File: config.mk
export PLATFORM = sky130hd
export DESIGN_NAME = axis_packet_arbiter
export DESIGN_NICKNAME = d
export VERILOG_FILES = /design/src/rtl/axis_packet_arbiter.sv
export SDC_FILE = /design/constraint.sdc
export NUM_CORES = 1
export LEC_CHECK = 0
export ABC_CLOCK_PERIOD_IN_PS = 2710
export BUFFER_PORTS_ARGS = -buffer_cell sky130_fd_sc_hd__buf_2
export CAP_MARGIN = 0
export CORE_AREA = 3 3 40 42
export DETAILED_ROUTE_END_ITERATION = 8
export DIE_AREA = 0 0 43 45
export GPL_TIMING_DRIVEN = 0
export SLEW_MARGIN = 25
export SYNTH_ARGS = -nofsm -noshare
export SYNTH_HDL_FRONTEND = slang
export SYNTH_SLANG_ARGS = --single-unit
File: constraint.sdc
create_clock -name clk -period 2.71 [get_ports clk]
set_input_delay 0.4065 -clock clk [delete_from_list [all_inputs] [get_ports clk]]
set_output_delay 0.4065 -clock clk [all_outputs]
set_load 0.005 [all_outputs]
File: src/rtl/axis_packet_arbiter.sv
// N-to-1 AXI-Stream packet arbiter: round-robin grant, held for a whole packet.
// Optional macro AXIS_PACKET_ARBITER_TDEST_EN adds axis_o_tdest (= current grant).
module axis_packet_arbiter #(
    parameter int AXIS_BYTES        = 1,
    parameter int AXIS_USER_BITS    = 1,
    parameter int NUM_SLAVE_STREAMS = 2,
    localparam int AXIS_DEST_BITS   = (NUM_SLAVE_STREAMS == 1) ? 1 : $clog2(NUM_SLAVE_STREAMS)
) (
    input  logic                                          clk,
    input  logic                                          aresetn,
    input  logic [NUM_SLAVE_STREAMS-1:0]                  axis_i_tvalid,
    output logic [NUM_SLAVE_STREAMS-1:0]                  axis_i_tready,
    input  logic [NUM_SLAVE_STREAMS*AXIS_BYTES*8-1:0]     axis_i_tdata,
    input  logic [NUM_SLAVE_STREAMS*AXIS_USER_BITS-1:0]   axis_i_tuser,
    input  logic [NUM_SLAVE_STREAMS-1:0]                  axis_i_tlast,
    output logic                                          axis_o_tvalid,
    input  logic                                          axis_o_tready,
    output logic [AXIS_BYTES*8-1:0]                       axis_o_tdata,
    output logic [AXIS_USER_BITS-1:0]                     axis_o_tuser,
`ifdef AXIS_PACKET_ARBITER_TDEST_EN
    output logic [AXIS_DEST_BITS-1:0]                     axis_o_tdest,
`endif
    output logic                                          axis_o_tlast
);

    localparam int N  = NUM_SLAVE_STREAMS;
    localparam int DW = AXIS_BYTES * 8;
    localparam int UW = AXIS_USER_BITS;
    localparam int DB = AXIS_DEST_BITS;

    // Handshake: a beat moves on tvalid & tready at the rising edge; the output
    // tvalid never depends on axis_o_tready, only the granted tready mirrors it.

    typedef enum logic {IDLE, LOCKED} state_t;

    state_t          state, state_nxt;
    logic [DB-1:0]   grant, grant_nxt;
    logic [DB-1:0]   last_grant, last_grant_nxt;
    logic [DB-1:0]   pick;
    logic            found;
    logic            sel_valid;
    logic [DW-1:0]   sel_data;
    logic [UW-1:0]   sel_user;
    logic            sel_last;

    // Round-robin search starting just after last_grant; last_grant is tried last.
    always_comb begin
        pick  = last_grant;
        found = 1'b0;
        for (int k = 1; k <= N; k++) begin
            for (int j = 0; j < N; j++) begin
                if (!found && axis_i_tvalid[j] && (j == ((int'(last_grant) + k) % N))) begin
                    found = 1'b1;
                    pick  = DB'(j);
                end
            end
        end
    end

    always_comb begin
        sel_valid = 1'b0;
        sel_data  = '0;
        sel_user  = '0;
        sel_last  = 1'b0;
        for (int i = 0; i < N; i++) begin
            if (int'(grant) == i) begin
                sel_valid = axis_i_tvalid[i];
                sel_data  = axis_i_tdata[i*DW +: DW];
                sel_user  = axis_i_tuser[i*UW +: UW];
                sel_last  = axis_i_tlast[i];
            end
        end
    end

    always_comb begin
        axis_i_tready = '0;
        for (int i = 0; i < N; i++) begin
            axis_i_tready[i] = (state == LOCKED) && (int'(grant) == i) && axis_o_tready;
        end
    end

    assign axis_o_tvalid = (state == LOCKED) && sel_valid;
    assign axis_o_tdata  = sel_data;
    assign axis_o_tuser  = sel_user;
    assign axis_o_tlast  = sel_last;
`ifdef AXIS_PACKET_ARBITER_TDEST_EN
    assign axis_o_tdest  = grant;
`endif

    always_comb begin
        state_nxt      = state;
        grant_nxt      = grant;
        last_grant_nxt = last_grant;
        case (state)
            IDLE: begin
                if (found) begin
                    grant_nxt = pick;
                    state_nxt = LOCKED;
                end
            end
            LOCKED: begin
                if (sel_valid && axis_o_tready && sel_last) begin
                    state_nxt      = IDLE;
                    last_grant_nxt = grant;
                end
            end
            default: state_nxt = IDLE;
        endcase
    end

    always_ff @(posedge clk or negedge aresetn) begin
        if (!aresetn) begin
            state      <= IDLE;
            grant      <= '0;
            last_grant <= DB'(N - 1);
        end else begin
            state      <= state_nxt;
            grant      <= grant_nxt;
            last_grant <= last_grant_nxt;
        end
    end

endmodule

==> summary.md <==
| Metric | Value |
|---|---|
| Outcome | `completed` |
| Syn avg cell area | `10.16 um^2` |
| Rows | `13` |
| Setup repair bufs after CTS | `0` |
| Chip width | `43 um` |
| Initial DRC Count | `6` |
| Worst EP required | `2.30 ns` |
| Seq/Total Area, Yosys | `0.2276` |
| Maximum vdd drop | `0.3656 mV` |
| Pin count of the biggest net entering global routing | `11` |
| Setup_tns | `0 ns` |
| Synth Instances | `33` |
| Final Core Density | `0.4479` |
| Non-filler instance count after layout | `90` |
| Power per cell area | `784.5 nW/um^2` |
| Worst-case reg-to-reg path depth | `5` |
| TritonCTS clock tree | `done` |
| DRC viols | `0` |
| Final setup violation count | `0` |
| Avg Vias per Cell | `4.533` |
| Max Slew Vio Count | `0` |
| Worst Setup EP | `axis_o_tdata[5]` |
| Syn Nets | `58` |
| Asr flop ratio synth | `1.000` |
| Synth Flop Type | `dfrtp_1` |
| Syn-to-layout area delta | `71.64%` |
| Crit end category | `output port` |
| Hold crit path type | `input pin to flip-flop` |
| Crit path from | `grant` |
| Headroom to the max-slew limit | `0.8692` |
| Synth Area in XOR/XNOR | `0` |
| PortBufs | `37` |
| IO Pins | `38` |
| Clk slew on worst S/H paths | `0.04 ns` |
| Hold path depth | `2` |
| Diode count | `0` |
| Maximum clock rate | `0.5902 GHz` |
| Cells after DPL | `85` |
| RSZ-0062 raised after global routing | `false` |
| Flop2flop setup slack | `1.69 ns` |
| Share of layout cells above drive strength 1 | `0.7333` |
| Worst-Skew Late Latency | `0.23 ns` |
| RePlAce Congestion | `0.7080` |
| Minimum clock period | `1.694 ns` |
| #FFs+latches synth | `3` |
| First-pass GRT wire length | `1.476 mm` |
| Final #Nets | `101` |
| Routed length per instance | `10.76 um` |
| Inserted Clock Buffers | `3` |
| Clk sink count | `3` |
| Area of the die | `1935 um^2` |
| FF-to-FF Start | `grant` |
| Synthesis Warnings | `0` |
| Core area | `1285 um^2` |
| P_leak | `0.3098 nW` |
| Adder-cell share of the synthesized area | `0` |
| Synth unique cells | `19` |
| Clock skew | `0.001613 ns` |
| Dpl cell area | `539.3 um^2` |
| CP arrival | `1.29 ns` |
| Vias post-DR | `408` |
| Simple-gate share of the synthesized area | `0.1642` |
| Actual slew at the worst max-slew pin | `0.1962 ns` |
| Cell Area, Synth | `335.3 um^2` |
| Longest Clk Path Bufs | `2` |
| Number of synthesized flops with an enable pin | `0` |
| Worst Setup Path Type | `flip-flop to output port` |
| Vias in the first global route | `374` |
| Initial antenna violation count | `0` |
| DP Wirelength | `809.8 um` |
| Proportion of synthesized area in mux cells | `0.3993` |
| Root buffer cell | `clkbuf_4` |
| Final wirelength | `968 um` |
| Critical Path Fanout Max | `10` |
| Die Ht | `45 um` |
| GRT Overall Usage | `0.1028` |
| H-tree levels | `1` |
| Drt pass-1 iters | `4` |
| Largest family of logic cells by synthesized area | `multiplexers` |
| Period utilisation layout | `0.6252` |
| Max cap viols | `0` |
| Post-synthesis compound-gate area fraction | `0.1045` |
| CP Launch Type | `flip-flop` |
| GR Overflow Total | `0` |
| Initial Utilization | `0.2610` |
| ANT nets after route | `0` |
| R2r endpoint | `state` |
| Hold Violations, Final | `0` |
| Post-route cell area | `575.6 um^2` |
[area by class of cell]
type / instances / area, um^2
fill: 150 / 709.4
multi-input combinational: 27 / 224.0
timing repair buffer: 38 / 195.2
sequential: 3 / 76.32
buffer: 2 / 31.28
clock buffer: 4 / 26.28
tap: 15 / 18.77
inverter: 1 / 3.754
[Yosys cell counts, drive strengths merged, types with 2 or more instances]
cell type / instances / area [um^2]
dfrtp: 2 / 50.05
mux2: 10 / 123.9
nor2: 3 / 11.26
buf: 2 / 31.28
nand2: 4 / 15.01
[where the power goes]
| part | total, mW | switching (mW) | leakage [nW] | internal [mW] |
|---|---|---|---|---|
| clock network | 0.0788 | 0.0236 | 0.0150 | 0.0552 |
| logic | 0.299 | 0.114 | 0.263 | 0.185 |
| registers | 0.0736 | 0.0112 | 0.0317 | 0.0624 |
| total | 0.452 | 0.149 | 0.310 | 0.302 |
[flip-flops by register name (all words and copies together), names as in the netlist]
register,count
state,1
grant,1
last_grant,1
[metrics by stage]
stage | total power [mW] | hold WS (ns) | setup WS [ns]
finish | 0.4515 | 0.4501 | 1.016
global route | 0.4879 | 0.4472 | 0.9663
global placement | 0.3741 | 0.2018 | 1.266
floorplan | 0.2806 | 0.1109 | 1.398
detailed placement | 0.3765 | 0.2029 | 1.255
CTS | 0.4609 | 0.4381 | 0.9987
[worst min-delay path by stage]
stage / start / endpoint
4_1_cts: axis_o_tready / state
3_5_place_dp: aresetn / state
6_report: axis_o_tready / state
3_3_place_gp: aresetn / state
5_1_grt: axis_o_tready / state
2_1_floorplan: aresetn / grant
[cell families after synthesis]
group                  after synthesis
AND/OR/NAND/NOR                     11
multiplexers                        11
flip-flops                           3
buffers and inverters                3
AO/OA/AOI/OAI                        5
[repair_timing]
| item | CTS | global route |
|---|---|---|
| hold endpoints to repair | 2 | 0 |
| resized for setup | 0 | 0 |
| hold buffers | 1 | 0 |
[worst max-delay path: stages, from the launching register on]
cell and delay [ns]:
dfrtp_1 0.36, buf_6 0.14, buf_12 0.14, mux2_4 0.29, buf_2 0.12
[per-layer routing]
metal / GRT usage / routed length [um] / vias up
met5: 0 / 0 / -
met4: 0.07229 / 17 / 0
met3: 0.02390 / 79 / 2
met2: 0.1647 / 477 / 20
met1: 0.1217 / 393 / 179
li1: - / - / 207
[placed cells by master, fill, tap and decap left out, drive strengths merged]
cell,netlist,layout
a21oi,1,1
a31oi,1,1
a32o,1,1
a41oi,1,1
and3,1,1
buf,2,39
clkbuf,0,4
dfrtp,2,2
dfstp,1,1
dlygate4sd3,0,1
inv,1,1
mux2,10,10
mux2i,1,1
nand2,4,4
nand3,1,1
nand4,1,1
nor2,3,3
nor3,1,1
o21ai,1,1
(Power assumes the default switching activity.)
